$ cat src/rtl/param_bus_arbiter.sv
// Parameter RAM port arbiter: DSP reads always win, host writes are FIFO-buffered and retire on idle cycles.
// DSP read latency 1 cycle; host back-pressured by cpu_wr_ready; PARAM_ATOMIC_COMMIT_EN enables frame-aligned group commit.

module sync_fifo #(
  parameter int WIDTH = 8,
  parameter int DEPTH = 8,
  parameter int LVL_W = 4
) (
  input  logic             clk,
  input  logic             reset_n,
  input  logic             push,
  input  logic [WIDTH-1:0] push_dat,
  input  logic             pop,
  output logic [WIDTH-1:0] head_dat,
  output logic [LVL_W-1:0] level,
  output logic             full,
  output logic             empty
);
  localparam int PTR_W = $clog2(DEPTH);
  localparam logic [LVL_W-1:0] FULL_LVL = LVL_W'(DEPTH);

  logic [WIDTH-1:0] mem [DEPTH];
  logic [PTR_W-1:0] wr_ptr;
  logic [PTR_W-1:0] rd_ptr;
  logic             do_push;
  logic             do_pop;

  assign full     = (level == FULL_LVL);
  assign empty    = (level == '0);
  assign do_push  = push && !full;
  assign do_pop   = pop && !empty;
  assign head_dat = mem[rd_ptr];

  always_ff @(posedge clk or negedge reset_n) begin
    if (!reset_n) begin
      wr_ptr <= '0;
      rd_ptr <= '0;
      level  <= '0;
    end else begin
      if (do_push) wr_ptr <= wr_ptr + 1'b1;
      if (do_pop)  rd_ptr <= rd_ptr + 1'b1;
      if (do_push && !do_pop)
        level <= level + 1'b1;
      else if (do_pop && !do_push)
        level <= level - 1'b1;
    end
  end

  always_ff @(posedge clk) begin
    if (do_push) mem[wr_ptr] <= push_dat;
  end
endmodule

module param_bus_arbiter #(
  parameter int PARAM_WIDTH      = 36,
  parameter int PARAM_ADDR_WIDTH = 10,
  parameter int FIFO_DEPTH       = 8,
  parameter int LVL_WIDTH        = 4
) (
  input  logic                        clk,
  input  logic                        reset_n,
  input  logic                        dsp_rd_en,
  input  logic [PARAM_ADDR_WIDTH-1:0] dsp_rd_addr,
  output logic [PARAM_WIDTH-1:0]      dsp_rd_data,
  input  logic                        cpu_wr_valid,
  output logic                        cpu_wr_ready,
  input  logic [PARAM_ADDR_WIDTH-1:0] cpu_wr_addr,
  input  logic [PARAM_WIDTH-1:0]      cpu_wr_data,
  input  logic                        cpu_commit,
  input  logic                        frame_start,
  output logic [PARAM_ADDR_WIDTH-1:0] ram_addr,
  output logic                        ram_rd_en,
  output logic                        ram_wr_en,
  output logic [PARAM_WIDTH-1:0]      ram_wr_data,
  input  logic [PARAM_WIDTH-1:0]      ram_rd_data,
  output logic [LVL_WIDTH-1:0]        fifo_level,
  output logic [15:0]                 defer_count
);
  typedef struct packed {
    logic [PARAM_ADDR_WIDTH-1:0] addr;
    logic [PARAM_WIDTH-1:0]      data;
  } wr_entry_t;

  wr_entry_t push_entry;
  wr_entry_t head;
  logic      full;
  logic      empty;
  logic      push;
  logic      pop;
  logic      eligible;

  assign push_entry   = '{addr: cpu_wr_addr, data: cpu_wr_data};
  assign cpu_wr_ready = !full;
  assign push         = cpu_wr_valid && cpu_wr_ready;
  assign pop          = ram_wr_en;
  assign dsp_rd_data  = ram_rd_data;

  sync_fifo #(
    .WIDTH ($bits(wr_entry_t)),
    .DEPTH (FIFO_DEPTH),
    .LVL_W (LVL_WIDTH)
  ) u_wr_fifo (
    .clk      (clk),
    .reset_n  (reset_n),
    .push     (push),
    .push_dat (push_entry),
    .pop      (pop),
    .head_dat (head),
    .level    (fifo_level),
    .full     (full),
    .empty    (empty)
  );

`ifdef PARAM_ATOMIC_COMMIT_EN
  typedef enum logic [1:0] {IDLE, ARMED, DRAIN} state_t;

  state_t               state;
  state_t               state_nxt;
  logic [LVL_WIDTH-1:0] commit_cnt;

  always_ff @(posedge clk or negedge reset_n) begin
    if (!reset_n) begin
      state      <= IDLE;
      commit_cnt <= '0;
    end else begin
      state <= state_nxt;
      if (state == IDLE && cpu_commit && !empty)
        commit_cnt <= fifo_level;
      else if (state == DRAIN && pop)
        commit_cnt <= commit_cnt - 1'b1;
    end
  end

  // A commit with nothing buffered is a no-op; a same-cycle frame_start only arms.
  always_comb begin
    state_nxt = state;
    case (state)
      IDLE:    if (cpu_commit && !empty) state_nxt = ARMED;
      ARMED:   if (frame_start) state_nxt = DRAIN;
      DRAIN:   if (commit_cnt == '0 || (pop && commit_cnt == LVL_WIDTH'(1))) state_nxt = IDLE;
      default: state_nxt = IDLE;
    endcase
  end

  always_comb begin
    eligible = (state == DRAIN) && (commit_cnt != '0) && !empty;
  end
`else
  logic unused_ctl;

  assign unused_ctl = cpu_commit ^ frame_start;
  assign eligible   = !empty;
`endif

  always_comb begin
    ram_addr    = '0;
    ram_rd_en   = 1'b0;
    ram_wr_en   = 1'b0;
    ram_wr_data = '0;
    if (dsp_rd_en) begin
      ram_rd_en = 1'b1;
      ram_addr  = dsp_rd_addr;
    end else if (eligible) begin
      ram_wr_en   = 1'b1;
      ram_addr    = head.addr;
      ram_wr_data = head.data;
    end
  end

  always_ff @(posedge clk or negedge reset_n) begin
    if (!reset_n)
      defer_count <= '0;
    else if (eligible && dsp_rd_en && defer_count != 16'hFFFF)
      defer_count <= defer_count + 16'd1;
  end
endmodule

$ cat config.mk
export PLATFORM = sky130hd
export DESIGN_NAME = param_bus_arbiter
export DESIGN_NICKNAME = d
export VERILOG_FILES = /design/src/rtl/param_bus_arbiter.sv
export SDC_FILE = /design/constraint.sdc
export NUM_CORES = 1
export LEC_CHECK = 0
export CAP_MARGIN = 10
export CELL_PAD_IN_SITES_DETAIL_PLACEMENT = 1
export CELL_PAD_IN_SITES_GLOBAL_PLACEMENT = 2
export CORE_MARGIN = 2
export CORE_UTILIZATION = 44
export DETAILED_ROUTE_END_ITERATION = 8
export DONT_BUFFER_PORTS = 1
export HOLD_SLACK_MARGIN = 0.02
export PLACE_DENSITY = 0.73
export SYNTH_ARGS = -nofsm -noshare
export SYNTH_HDL_FRONTEND = slang
export SYNTH_HIERARCHICAL = 1
export SYNTH_SLANG_ARGS = --single-unit
$ cat constraint.sdc
create_clock -name clk -period 5.3 [get_ports clk]
set_clock_uncertainty 0.15 [all_clocks]
set_input_delay 0.795 -clock clk [delete_from_list [all_inputs] [get_ports clk]]
set_output_delay 0.795 -clock clk [all_outputs]
set_load 0.01 [all_outputs]
# Word-level counts from Yosys, hierarchy flattened

Memory sizes are Yosys's and may differ from the RTL's.
Cells that the tools add are included.

Bits in writable memories: 368
Bits in registers: 26
Output and inout bits: 105
Memories kept: 1

Memory list:

| memory        | depth | width | read ports | clocked after Yosys merged registers in | write ports | line | RTL |
|---|---|---|---|---|---|---|---|
| u_wr_fifo.mem | 8     | 46    | 1          | 0                                       | 1           | 22   | `logic [WIDTH-1:0] mem [DEPTH];` |

Mux-type cells: 11
$add $sub $neg: 5
Equality and inequality tests: 2
Reduce and logical (&&, ||, !) cells: 13

Operators by type and width:

| operator                | count |
|---|---|
| $mux W36                | 2 |
| $mux W10                | 2 |
| $add A16 B1 Y16 const B | 1 |
| $ne A16 B16 Y1 const B  | 1 |
| $mux W4                 | 2 |
| $logic_and A1 B1 Y1     | 7 |
| $add A3 B1 Y3 const B   | 2 |
| $mux W1                 | 5 |
| $add A4 B1 Y4 const B   | 1 |
| $eq A4 B4 Y1 const B    | 1 |
| $logic_not A1 Y1        | 4 |
| $logic_not A4 Y1        | 1 |
| $sub A4 B1 Y4 const B   | 1 |
| $reduce_bool A2 Y1      | 1 |

# Depth between registers and ports, before layout

Depth after elaboration: 8
Mapped depth: 11

# By module

Netlist, hierarchy kept.

Modules (own cells, without submodules):

| module            | cells each | area each (um^2) | seq. area each (um^2) | times used |
|---|---|---|---|---|
| sync_fifo         | 595        | 14441.4          | 11300.8               | 1 |
| param_bus_arbiter | 162        | 1393.8           | 400.4                 | 1 |

# Least setup slack after synthesis

No wires, ideal clock.

Path kind: input-to-reg
From: input cpu_wr_valid
To: memory u_wr_fifo/mem[1][0] (netlist name), enable pin
Library setup time: 0.506 ns
Stages on the path: 3
Arrival time: 4.328 ns
Setup slack: 0.316 ns
Path through: nor2b_1 nand3_1 nor3_1

Cells in the longest elaborated chain, start to end: 4

RTL lines:

| item                          | line | RTL |
|---|---|---|
| start, declared               | 65   | `input logic cpu_wr_valid,` |
| $logic_and A1 B1 Y1           | 94   | `assign push = cpu_wr_valid && cpu_wr_ready;` |
| $logic_and A1 B1 Y1           | 30   | `assign do_push = push && !full;` |
| $mux W1                       | 50   | `if (do_push) mem[wr_ptr] <= push_dat;` |
| $mux W1 (not written as such) | 50   |  |
| end, declared                 | 22   |  |

No other way between the ends.

==> reports/qor.yml <==
status: "complete, no violations"
cts_hold_buf: 2
crit_buf_inv: 1
p_int_uw: 6734
syn_area_sq_um: 15840
via_per_inst: 5.651
finalSetupTns_ps: 0
swShare_pct: 29.01
dp_hpwl_microns: 18560
cts_resized: 0
synth_flop_cell: "edfxtp_1"
peakVddDrop_mv: 0.3558
drc: 0
power.net_switching_uw: 2752
synth_seq_cells: 394
track_usage_pct: 17.86
grt_pass1_wl_microns: 49820
final.min_clock_period_ps: 3997
ys_top_cells_by_area: "edfxtp_1, mux4_2, dfrtp_1, mux2_2, buf_4"
worstPathRequired_ps: 4360
grt_pass1_vias: 7910
final_cell_area_sq_um: 17460
critPathLaunchType: "register"
clock_path_buffers: 3
wirelength_microns: 32740
cts.sinks: 394
gp_congestion: 0.8040
p_seq_share_pct: 46.1
crit_fanout: 40
place_area_sq_um: 16180
endpoint_kind: "output pin"
async_flop_share_pct: 6.599
grtUsageMet1_pct: 21.69
post_cts_buffers: 0
clock.fmax_ghz: 0.2502
worstSkewPairLatency_ps: 550
antenna_cells: 0
synth_common_cells: "edfxtp_1, mux4_2, mux2_2"
io_buffers: 0
max_cap_viol_count: 0
io_pins: 203
synth_top_area_share_pct: 69.79
fin_util_pct: 49.22
postSynthCellCount: 757
drv_slew: 0
routedWlPerCell_microns: 26.23
start_util_pct: 44.63
cts_tree: "done"
h-tree-depth: 2
timing.hold.ws_ps: 185.0
rows: 69
dr.first_iter.drc_count: 393
synth-edff-count: 368
synth_cell_types: 40
rsz0062_at_grt: "false"
root_buffer: "clkbuf_16"
p_clk_share_pct: 28.1
period_share_pct: 75.41
critical_path_class: "reg2out"
clk_pin_slew_ps: 60
power.leakage_uw: 0.005587
numCtsBuffers: 42
antenna_found_initial: 0
met2_usage_pct: 30.36
worstMarginPinSlew_ps: 1014
dieHeight_microns: 193.7
syn_nets: 862
worst_path_largest_cell_delay_ps: 970
cp.arrival_ps: 3050
power_density_nw_per_um2: 543.2
min_path_type: "in2reg"
drtPass1Iterations: 6
busiest_layer: "met2"
grt_overflow: 0
area_delta_synth_final_pct: 10.28
avgSynthCellArea_sq_um: 20.92
path_delay_family: "flip-flops"
slew_headroom_pct: 32.27
ys_warn_count: 6
antenna_left: 0
hold_viol: 0
core_sq_um: 35480
synthMostInstantiatedCell: "edfxtp_1"
crit_chain: "buf_12, mux4_2, mux2_2, a22o_1"
layout-drive-gt1-share_pct: 29.86
final_nets: 860
synth_top_area_cell: "edfxtp_1"
vias: 7053
dieWidth_microns: 193.7
grt_max_degree: 55
grt_util_met3_pct: 5.375
finalSetupViolations: 0
cp_slowest_cell: "dfrtp_4"
seq_area_frac_synth_pct: 73.89
combinationalPowerShare_pct: 25.7
die-area_sq_um: 37520
[routing by layer]
metal  share of wire, %  wire length [microns]  up-vias
met2                 50                  16400      190
met4                2.6                    849        0
met5                  0                      0        -
met3                6.5                   2135       66
met1                 41                  13350     3772
li1                   -                      -     3025
[cells in the final DEF (no fill, tap or decap), types with 3 or more instances in the layout]
cell	n
mux4_2	92
o21ai_0	3
ha_1	6
and2_1	36
nor2_1	3
edfxtp_1	368
nor2b_1	3
inv_1	6
nand3_1	11
clkinv_1	8
nor2_4	7
buf_4	19
and3_1	3
clkbuf_16	43
xnor2_1	16
nand2_1	12
mux2_2	49
nand2b_1	6
dfrtp_1	23
clkinv_2	11
xor2_1	3
a22o_1	9
nand4_1	6
clkbuf_1	11
[worst reg2reg max path, delay by kind of cell, from the launching register on]
family | cells | cell delay [ps]
DFF | 1 | 570
and+or+nand+nor | 4 | 1880
buffers and inverters | 2 | 540
[flip-flops by register name, summed over array words and instances, names as in the netlist]
register / count
u_wr_fifo/wr_ptr: 3
u_wr_fifo/rd_ptr: 3
defer_count: 16
u_wr_fifo/mem: 368
u_wr_fifo/level: 4
[cells by family after synthesis]
logic type	share of synthesized area, %
buffers and inverters	3.058
AND/OR/NAND/NOR	3.611
multiplexers	16.70
flip-flops	73.89
AO/OA/AOI/OAI	1.083
adder cells (fa/ha/maj)	0.6005
XOR/XNOR	1.051
[power groups by stage]
stage | sequential [uW] | clock (uW) | combinational (uW)
6_report | 4370 | 2670 | 2440
3_3_place_gp | 4400 | 0 | 2430
5_1_grt | 4450 | 2840 | 2650
2_1_floorplan | 4150 | 0 | 2130
3_5_place_dp | 4460 | 0 | 2490
4_1_cts | 4400 | 2750 | 2510
[layout make-up]
class	count	area, sq um
clock buffer	54	1117
clock inverter	22	131.4
fill	3131	18020
inverter	6	22.52
multi-input combinational	289	3712
sequential	394	11710
tap	461	576.8
timing repair buffer	22	192.7
[final timing paths]
| path | startpoint | to | cells past startpoint | slack, ps |
|---|---|---|---|---|
| hold / removal | cpu_wr_data[31] | u_wr_fifo/mem[7][31] | 0 | 190 |
| min in group asynchronous | reset_n | u_wr_fifo/level[0] | 2 | 520 |
| setup reg to reg | u_wr_fifo/level[0] | u_wr_fifo/mem[5][8] | 6 | 1830 |
| max in group asynchronous | reset_n | u_wr_fifo/rd_ptr[0] | 2 | 4310 |
| hold reg to reg | u_wr_fifo/wr_ptr[0] | u_wr_fifo/wr_ptr[0] | 1 | 380 |
| setup / recovery | u_wr_fifo/rd_ptr[0] | ram_addr[7] | 4 | 1300 |
[stage by stage]
step | instances | power [uW] | setup slack, ps
after floorplan | 757 | 6288 | 315.5
after global placement | 1170 | 6830 | 1830
after detailed placement | 1170 | 6946 | 1782
after CTS | 1248 | 9656 | 1184
after global routing | 1248 | 9942 | 1093
final | 1248 | 9486 | 1303
(Power assumes the default switching activity.)
